--- src/rtl/hazard_ctrl.sv ---
// Stall/flush controller: load-use bubbles, taken-branch flushes and memory-wait freezes with timeout.
// Optional perf counters are built only when HAZCTL_PERF_EN is defined.
module hazard_ctrl #(
  parameter int unsigned MEM_TIMEOUT = 255,
  parameter int unsigned CNT_W       = 16
) (
  input  logic             clk,
  input  logic             rst_n,
  input  logic [3:0]       IFID_RS1,
  input  logic [3:0]       IFID_RS2,
  input  logic [3:0]       IDEX_RD,
  input  logic             IDEX_memRead,
  input  logic             branch_taken,
  input  logic             mem_req,
  input  logic             mem_ack,
  output logic             PC_write,
  output logic             IFID_write,
  output logic             IDEX_write,
  output logic             EXMEM_write,
  output logic             MEMWB_bubble,
  output logic             IDEX_bubble,
  output logic             IFID_flush,
  output logic             IDEX_flush,
  output logic             mem_err,
  output logic [CNT_W-1:0] stall_cycles,
  output logic [CNT_W-1:0] flush_count
);

  typedef enum logic [1:0] {
    ST_RUN     = 2'd0,
    ST_MEMWAIT = 2'd1,
    ST_ERR     = 2'd2
  } state_e;

  localparam logic [7:0] WAIT_LAST = 8'(MEM_TIMEOUT - 1);

  state_e     state_q, state_d;
  logic [7:0] wait_q, wait_d;
  logic       mem_err_q, mem_err_d;
  logic       memstall_s;
  logic       loaduse_s;

  assign memstall_s = mem_req && !mem_ack && (state_q != ST_ERR);
  assign loaduse_s  = IDEX_memRead && (IDEX_RD != 4'd0) &&
                      ((IDEX_RD == IFID_RS1) || (IDEX_RD == IFID_RS2));

  // Pipeline enables and strobes, priority memstall > branch > load-use.
  always_comb begin
    PC_write     = 1'b1;
    IFID_write   = 1'b1;
    IDEX_write   = 1'b1;
    EXMEM_write  = 1'b1;
    MEMWB_bubble = 1'b0;
    IDEX_bubble  = 1'b0;
    IFID_flush   = 1'b0;
    IDEX_flush   = 1'b0;
    if (state_q == ST_ERR) begin
      PC_write = 1'b1;
    end else if (memstall_s) begin
      PC_write     = 1'b0;
      IFID_write   = 1'b0;
      IDEX_write   = 1'b0;
      EXMEM_write  = 1'b0;
      MEMWB_bubble = 1'b1;
    end else if (branch_taken) begin
      IFID_flush = 1'b1;
      IDEX_flush = 1'b1;
    end else if (loaduse_s) begin
      PC_write    = 1'b0;
      IFID_write  = 1'b0;
      IDEX_bubble = 1'b1;
    end else begin
      PC_write = 1'b1;
    end
  end

  // Next state, wait counter and sticky timeout flag.
  always_comb begin
    state_d   = state_q;
    wait_d    = wait_q;
    mem_err_d = mem_err_q;
    case (state_q)
      ST_RUN: begin
        if (memstall_s) begin
          state_d = ST_MEMWAIT;
          wait_d  = 8'd0;
        end else begin
          state_d = ST_RUN;
        end
      end
      ST_MEMWAIT: begin
        if (!memstall_s) begin
          state_d = ST_RUN;
          wait_d  = 8'd0;
        end else if (wait_q == WAIT_LAST) begin
          state_d   = ST_ERR;
          wait_d    = 8'd0;
          mem_err_d = 1'b1;
        end else begin
          wait_d = wait_q + 8'd1;
        end
      end
      ST_ERR: begin
        state_d = ST_ERR;
      end
      default: begin
        state_d = ST_RUN;
        wait_d  = 8'd0;
      end
    endcase
  end

  // FSM state registers.
  always_ff @(posedge clk or negedge rst_n) begin
    if (!rst_n) begin
      state_q   <= ST_RUN;
      wait_q    <= 8'd0;
      mem_err_q <= 1'b0;
    end else begin
      state_q   <= state_d;
      wait_q    <= wait_d;
      mem_err_q <= mem_err_d;
    end
  end

  assign mem_err = mem_err_q;

`ifdef HAZCTL_PERF_EN
  logic [CNT_W-1:0] stall_q, stall_d;
  logic [CNT_W-1:0] flush_q, flush_d;

  // Saturating increments; counters hold at all-ones.
  always_comb begin
    stall_d = stall_q;
    flush_d = flush_q;
    if (!PC_write && (stall_q != {CNT_W{1'b1}})) begin
      stall_d = stall_q + CNT_W'(1);
    end else begin
      stall_d = stall_q;
    end
    if (IFID_flush && (flush_q != {CNT_W{1'b1}})) begin
      flush_d = flush_q + CNT_W'(1);
    end else begin
      flush_d = flush_q;
    end
  end

  // Performance counter registers.
  always_ff @(posedge clk or negedge rst_n) begin
    if (!rst_n) begin
      stall_q <= {CNT_W{1'b0}};
      flush_q <= {CNT_W{1'b0}};
    end else begin
      stall_q <= stall_d;
      flush_q <= flush_d;
    end
  end

  assign stall_cycles = stall_q;
  assign flush_count  = flush_q;
`else
  assign stall_cycles = {CNT_W{1'b0}};
  assign flush_count  = {CNT_W{1'b0}};
`endif

endmodule

--- config.mk ---
export PLATFORM = sky130hd
export DESIGN_NAME = hazard_ctrl
export DESIGN_NICKNAME = d
export VERILOG_FILES = /design/src/rtl/hazard_ctrl.sv
export SDC_FILE = /design/constraint.sdc
export NUM_CORES = 1
export LEC_CHECK = 0
export CORE_MARGIN = 2
export CORE_UTILIZATION = 33
export DETAILED_ROUTE_END_ITERATION = 10
export GPL_TIMING_DRIVEN = 0
export PLACE_DENSITY = 0.72
export SLEW_MARGIN = 10
export SYNTH_ARGS = -nofsm -noshare
export SYNTH_HDL_FRONTEND = slang
export SYNTH_SLANG_ARGS = --single-unit
--- constraint.sdc ---
create_clock -name clk -period 1.7 [get_ports clk]
set_input_delay 0.51 -clock clk [delete_from_list [all_inputs] [get_ports clk]]
set_output_delay 0.51 -clock clk [all_outputs]
set_load 0.03 [all_outputs]
# Word-level counts from Yosys, hierarchy flattened
# Cells that the tools add are included.
dict set report word_totals {
  mem_bits_ro 0
  ram_bits 0
  ff_bits 11
  latch_bits 0
  n_memories 0
  word_cells 46
  output_inout_bits 41
}
dict set report classes {
  order_cmp 0
  bitwise 1
  shift 0
  add_sub_neg 1
  n_mux 23
  mul 0
  div 0
  eq_ne 8
  n_reduce_logical 10
}
# operator n
set ops {}
lappend ops {{2-to-1 mux 8 bit} 3}
lappend ops {{one-hot mux 8 bit (3 select lines)} 1}
lappend ops {{2-to-1 mux 1 bit} 16}
lappend ops {{adder 8 x 1 -> 8 bit (second input constant)} 1}
lappend ops {{== test 4 bit} 2}
lappend ops {{== test 8 bit (second input constant)} 1}
lappend ops {{one-hot mux 2 bit (3 select lines)} 1}
lappend ops {{logical AND 1 bit} 4}
lappend ops {{2-to-1 mux 2 bit} 2}
lappend ops {{!= test 2 bit (second input constant)} 2}
lappend ops {{nonzero test 4 bit} 1}
lappend ops {{!= test 3 bit (second input constant)} 1}
lappend ops {{AND reduction 3 bit} 1}
lappend ops {{== test 2 x 1 -> 1 bit (second input constant)} 1}
lappend ops {{== test 2 bit (second input constant)} 1}
lappend ops {{logical NOT 2 bit} 1}
lappend ops {{AND reduction 2 bit} 1}
lappend ops {{logical NOT 1 bit} 1}
lappend ops {{logical OR 1 bit} 1}
lappend ops {{NOT 1 bit} 1}

# Logic depth before layout (Yosys ltp)
dict set report logic_depth {
  word_depth 7
  ltp_mapped 6
  depth_no_buf 6
}

# Worst setup path after synthesis
# Ideal clock, no wire load.
dict set report synth_path {
  kind {input to output}
  start {in mem_ack}
  end {out PC_write}
  required_time_ns 1.190
  path_buffers 1
  path_slack_ns -0.501
  path_stages 4
  arrival_time_ns 1.691
  path_cell_list {nand2b_1 -> nor2_1 -> a21oi_1 -> buf_4}
}
dict set report synth_via {
  elab_chain_cells 5
}
# item line_no
set synth_lines {}
lappend synth_lines {{start: declaration} 15} ;# input logic mem_ack,
lappend synth_lines {{logical NOT 1 bit} 43} ;# assign memstall_s = mem_req && !mem_ack && (state_q != ST_ERR);
lappend synth_lines {{logical AND 1 bit (2 in series)} 43}
lappend synth_lines {{2-to-1 mux 1 bit (2 in series)} --}
lappend synth_lines {{end: declaration} 16} ;# output logic PC_write,
# Every way passes these cells.

# Worst setup path in the final report
dict set report layout_path {
  start {in IDEX_RD[2]}
  end {out IDEX_bubble}
}
dict set report layout_via {
  elab_chain_cells 7
}
# item line_no
set layout_lines {}
lappend layout_lines {{start: declaration} 11} ;# input logic [3:0] IDEX_RD,
lappend layout_lines {{== test 4 bit or nonzero test 4 bit (tied branches)} {45, 44}}
lappend layout_lines {{logical OR 1 bit or logical AND 1 bit (tied branches)} {45, 44}}
lappend layout_lines {{logical AND 1 bit *} 44} ;# assign loaduse_s = IDEX_memRead && (IDEX_RD != 4'd0) &&
lappend layout_lines {{2-to-1 mux 1 bit *} 68} ;# end else if (loaduse_s) begin
lappend layout_lines {{2-to-1 mux 1 bit *} 65} ;# end else if (branch_taken) begin
lappend layout_lines {{2-to-1 mux 1 bit *} 59} ;# end else if (memstall_s) begin
lappend layout_lines {{2-to-1 mux 1 bit *} 57} ;# if (state_q == ST_ERR) begin
lappend layout_lines {{end: declaration} 21} ;# output logic IDEX_bubble,
# Every way passes the cells marked *; elsewhere a longest branch is shown, timed or not.

==> summary.md <==
| Metric | Value |
|---|---|
| Status | `complete, but fails checks` |
| Failing checks | `setup timing` |
| Drt drc | `0` |
| NumNets Final | `~200` |
| Post-DP HPWL | `~1700 µm` |
| First-pass GRT wire length | `3450 µm` |
| Final hold vios | `0` |
| Critical path class | `input pin to primary output` |
| Seq/Total Area, Yosys | `approximately 28%` |
| Mean Syn Cell Area | `between 8 and 9 µm²` |
| H-tree level count | `1` |
| Clk sinks | `11` |
| Placed Cells | `199` |
| Placed Area | `1440 µm²` |
| MaxCap Viol Count | `0` |
| Design Area, Final | `1570 µm²` |
| Netlist cell types | `34` |
| Area delta synth->final | `60.3%` |
| Final setup violation count | `6` |
| Peak supply drop | `0.356 mV` |
| Placer congestion estimate | `0.804` |
| Synth top area share | `28.1%` |
| Net Sw Frac | `35.9%` |
| Final min period | `2.08 ns` |
| Clock Tree Buf Depth | `2` |
| Period utilisation layout | `122%` |
| Hold Crit Class | `flop to flop` |
| Async SR Flop Fraction | `100%` |
| Vias in the first global route | `859` |
| Yosys Warn Count | `0` |
| Number of synthesized flops with an enable pin | `0` |
| Core Rows | `19` |
| Slew Limit Fails | `0` |
| Highest clock rate | `481 MHz` |
| Startpoint Class | `input pin` |
| Psw | `280 µW` |
| RSZ-0062 raised after global routing | `true` |
| Ys flop type | `dfrtp_1` |
| Share of power burned in registers | `34.7%` |
| # hold bufs at CTS | `0` |
| Via count | `around 900` |
| Die area | `3420 µm²` |
| Clock power frac | `between 20% and 30%` |
| Worst Skew | `0.00239 ns` |
| Antenna violations before repair | `0` |
| Die H | `roughly 58 µm` |
| Worst endpoint required time | `roughly 1.2 ns` |
| Mapped Cells | `111` |
| Flops & latches, synth | `11` |
| Horiz. Die Dim | `58.5 µm` |
| Clock slew at reported path FFs | `0.06 ns` |
| Top cells by area, synth | `dfrtp_1 (28%), buf_4 (27%), xnor2_1 (3.6%), xor2_1 (3.6%), and3_1 (2.6%)` |
| Critical Path Fanout Max | `3` |
| Logic pwr share | `42.6%` |
| Share of post-route cells with drive strength above 1 | `46.7%` |
| Worst skew pair latency | `about 0.27 ns` |
| GR Overflow Total | `0` |
| CTS tree | `yes` |
| CP Capture Type | `primary output` |
| Initial Utilization | `35.2%` |
| Routed WL | `2170 µm` |
| Most frequent cells in the layout | `buf_4 (38), conb_1 (32), buf_6 (16)` |
| Core box area | `2780 µm²` |
| Pwr dens | `496 nW/µm²` |
| WL/cell | `10.3 µm` |
| Pint | `500 µW` |
| P_leak | `approximately 0.85 nW` |
| Global-route usage over all layers | `13.0%` |
| Setup ws final | `-0.381 ns` |
| Initial DRC count | `10` |
| DR pass1 iterations | `3` |
| Commonest non-fill, non-tap cell in the layout | `buf_4` |
| Port-buffer cells | `26` |
| I/O pin total | `a little under 60` |
| CTS buffer count | `3` |
| Clk root buf | `clkbuf_4` |
| Via density | `approximately 4.3` |
| Non-Filler Instances | `211` |
| Number of routed nets with antenna violations | `0` |
| Largest net degree at the start of global routing | `12` |
| Critical Path AT | `1.57 ns` |
| Diode count | `0` |
| Area leader, netlist | `dfrtp_1` |
| Synth Cell Area | `slightly below 1000 µm²` |
worst max-delay path, stage by stage:
cell	delay (ns)
buf_8	0.10
xor2_1	0.15
o41ai_2	0.43
and3_4	0.25
buf_6	0.12
power by group through the flow:
| stage | Combinational (mW) | Sequential [mW] | Clock, mW |
|---|---|---|---|
| floorplan | 0.233 | 0.275 | 0 |
| global placement | 0.313 | 0.276 | 0 |
| detailed placement | 0.316 | 0.276 | 0 |
| CTS | 0.315 | 0.270 | 0.180 |
| global route | 0.354 | 0.271 | 0.198 |
| finish | 0.332 | 0.271 | 0.177 |
cells in the mapped netlist, types with 3 or more instances:
cell type / n
dfrtp_1: 11
and3_1: 4
xor2_1: 4
nand3_1: 5
nand2_1: 4
inv_1: 3
xnor2_1: 4
nand2b_1: 4
a21oi_1: 4
nor2_1: 4
o21ai_0: 4
buf_4: 35
flip-flops by register name (all words and copies together), names as in the netlist:
signal   flops
wait_q       8
mem_err      1
state_q      2
timing repair:
action	4_1_cts	5_1_grt
gates resized for setup	108	18
cloned	0	0
endpoints found under the setup margin	13	11
buffers inserted	3	6
pin swaps	11	7
metrics by stage:
step / setup WS, ns / hold WS (ns) / power [mW] / utilization (%) / TNS [ns]
3_5_place_dp: -1.33 / 0.458 / 0.593 / 51.7 / -10.42
5_1_grt: -0.428 / 0.490 / 0.823 / 56.5 / -1.50
2_1_floorplan: -0.234 / 0.214 / 0.508 / - / -0.467
3_3_place_gp: -1.31 / 0.456 / 0.588 / 51.7 / -9.83
6_report: -0.381 / 0.468 / 0.779 / 56.5 / -1.17
4_1_cts: -0.372 / 0.470 / 0.766 / 53.8 / -1.17
area by class of cell:
class,instances,area [µm²]
fill,279,1210
multi-input combinational,93,633
inverter,3,13.8
buffer,35,274
sequential,11,277
clock buffer,4,26.3
timing repair buffer,34,308
tap,31,38.8
cell families (layout without fill, tap and decap cells):
kind of cell,after synthesis,after routing,synth area share (%)
buffers and inverters,38,76,28.0
and+or+nand+nor,33,33,20.6
AOI/OAI and AO/OA,18,18,13.3
DFF,11,11,28.1
xor gates and xnor gates,8,8,7.15
adders and majority gates,2,2,2.55
other,1,32,0.383
per-layer routing:
| metal | GRT usage [%] | up-vias | share of wire [%] |
|---|---|---|---|
| met3 | 3.74 | 2 | 11 |
| met4 | 2.99 | 0 | 0.37 |
| met1 | 13.0 | 401 | 36 |
| met2 | 25.8 | 40 | 53 |
| li1 | - | 454 | - |
| met5 | 0 | - | 0 |
final timing paths:
path | from | slack [ns] | endpoint | depth (start not counted)
max reg2reg | state_q[1] | 0.06 | wait_q[7] | 7
max | IDEX_RD[2] | -0.38 | IDEX_bubble | 5
min reg2reg | mem_err | 0.47 | mem_err | 1
min in group asynchronous | rst_n | 0.57 | wait_q[2] | 1
max in group asynchronous | rst_n | 0.78 | state_q[0] | 1
min | mem_err | 0.47 | mem_err | 1
Power figures use the tool's default switching activity.
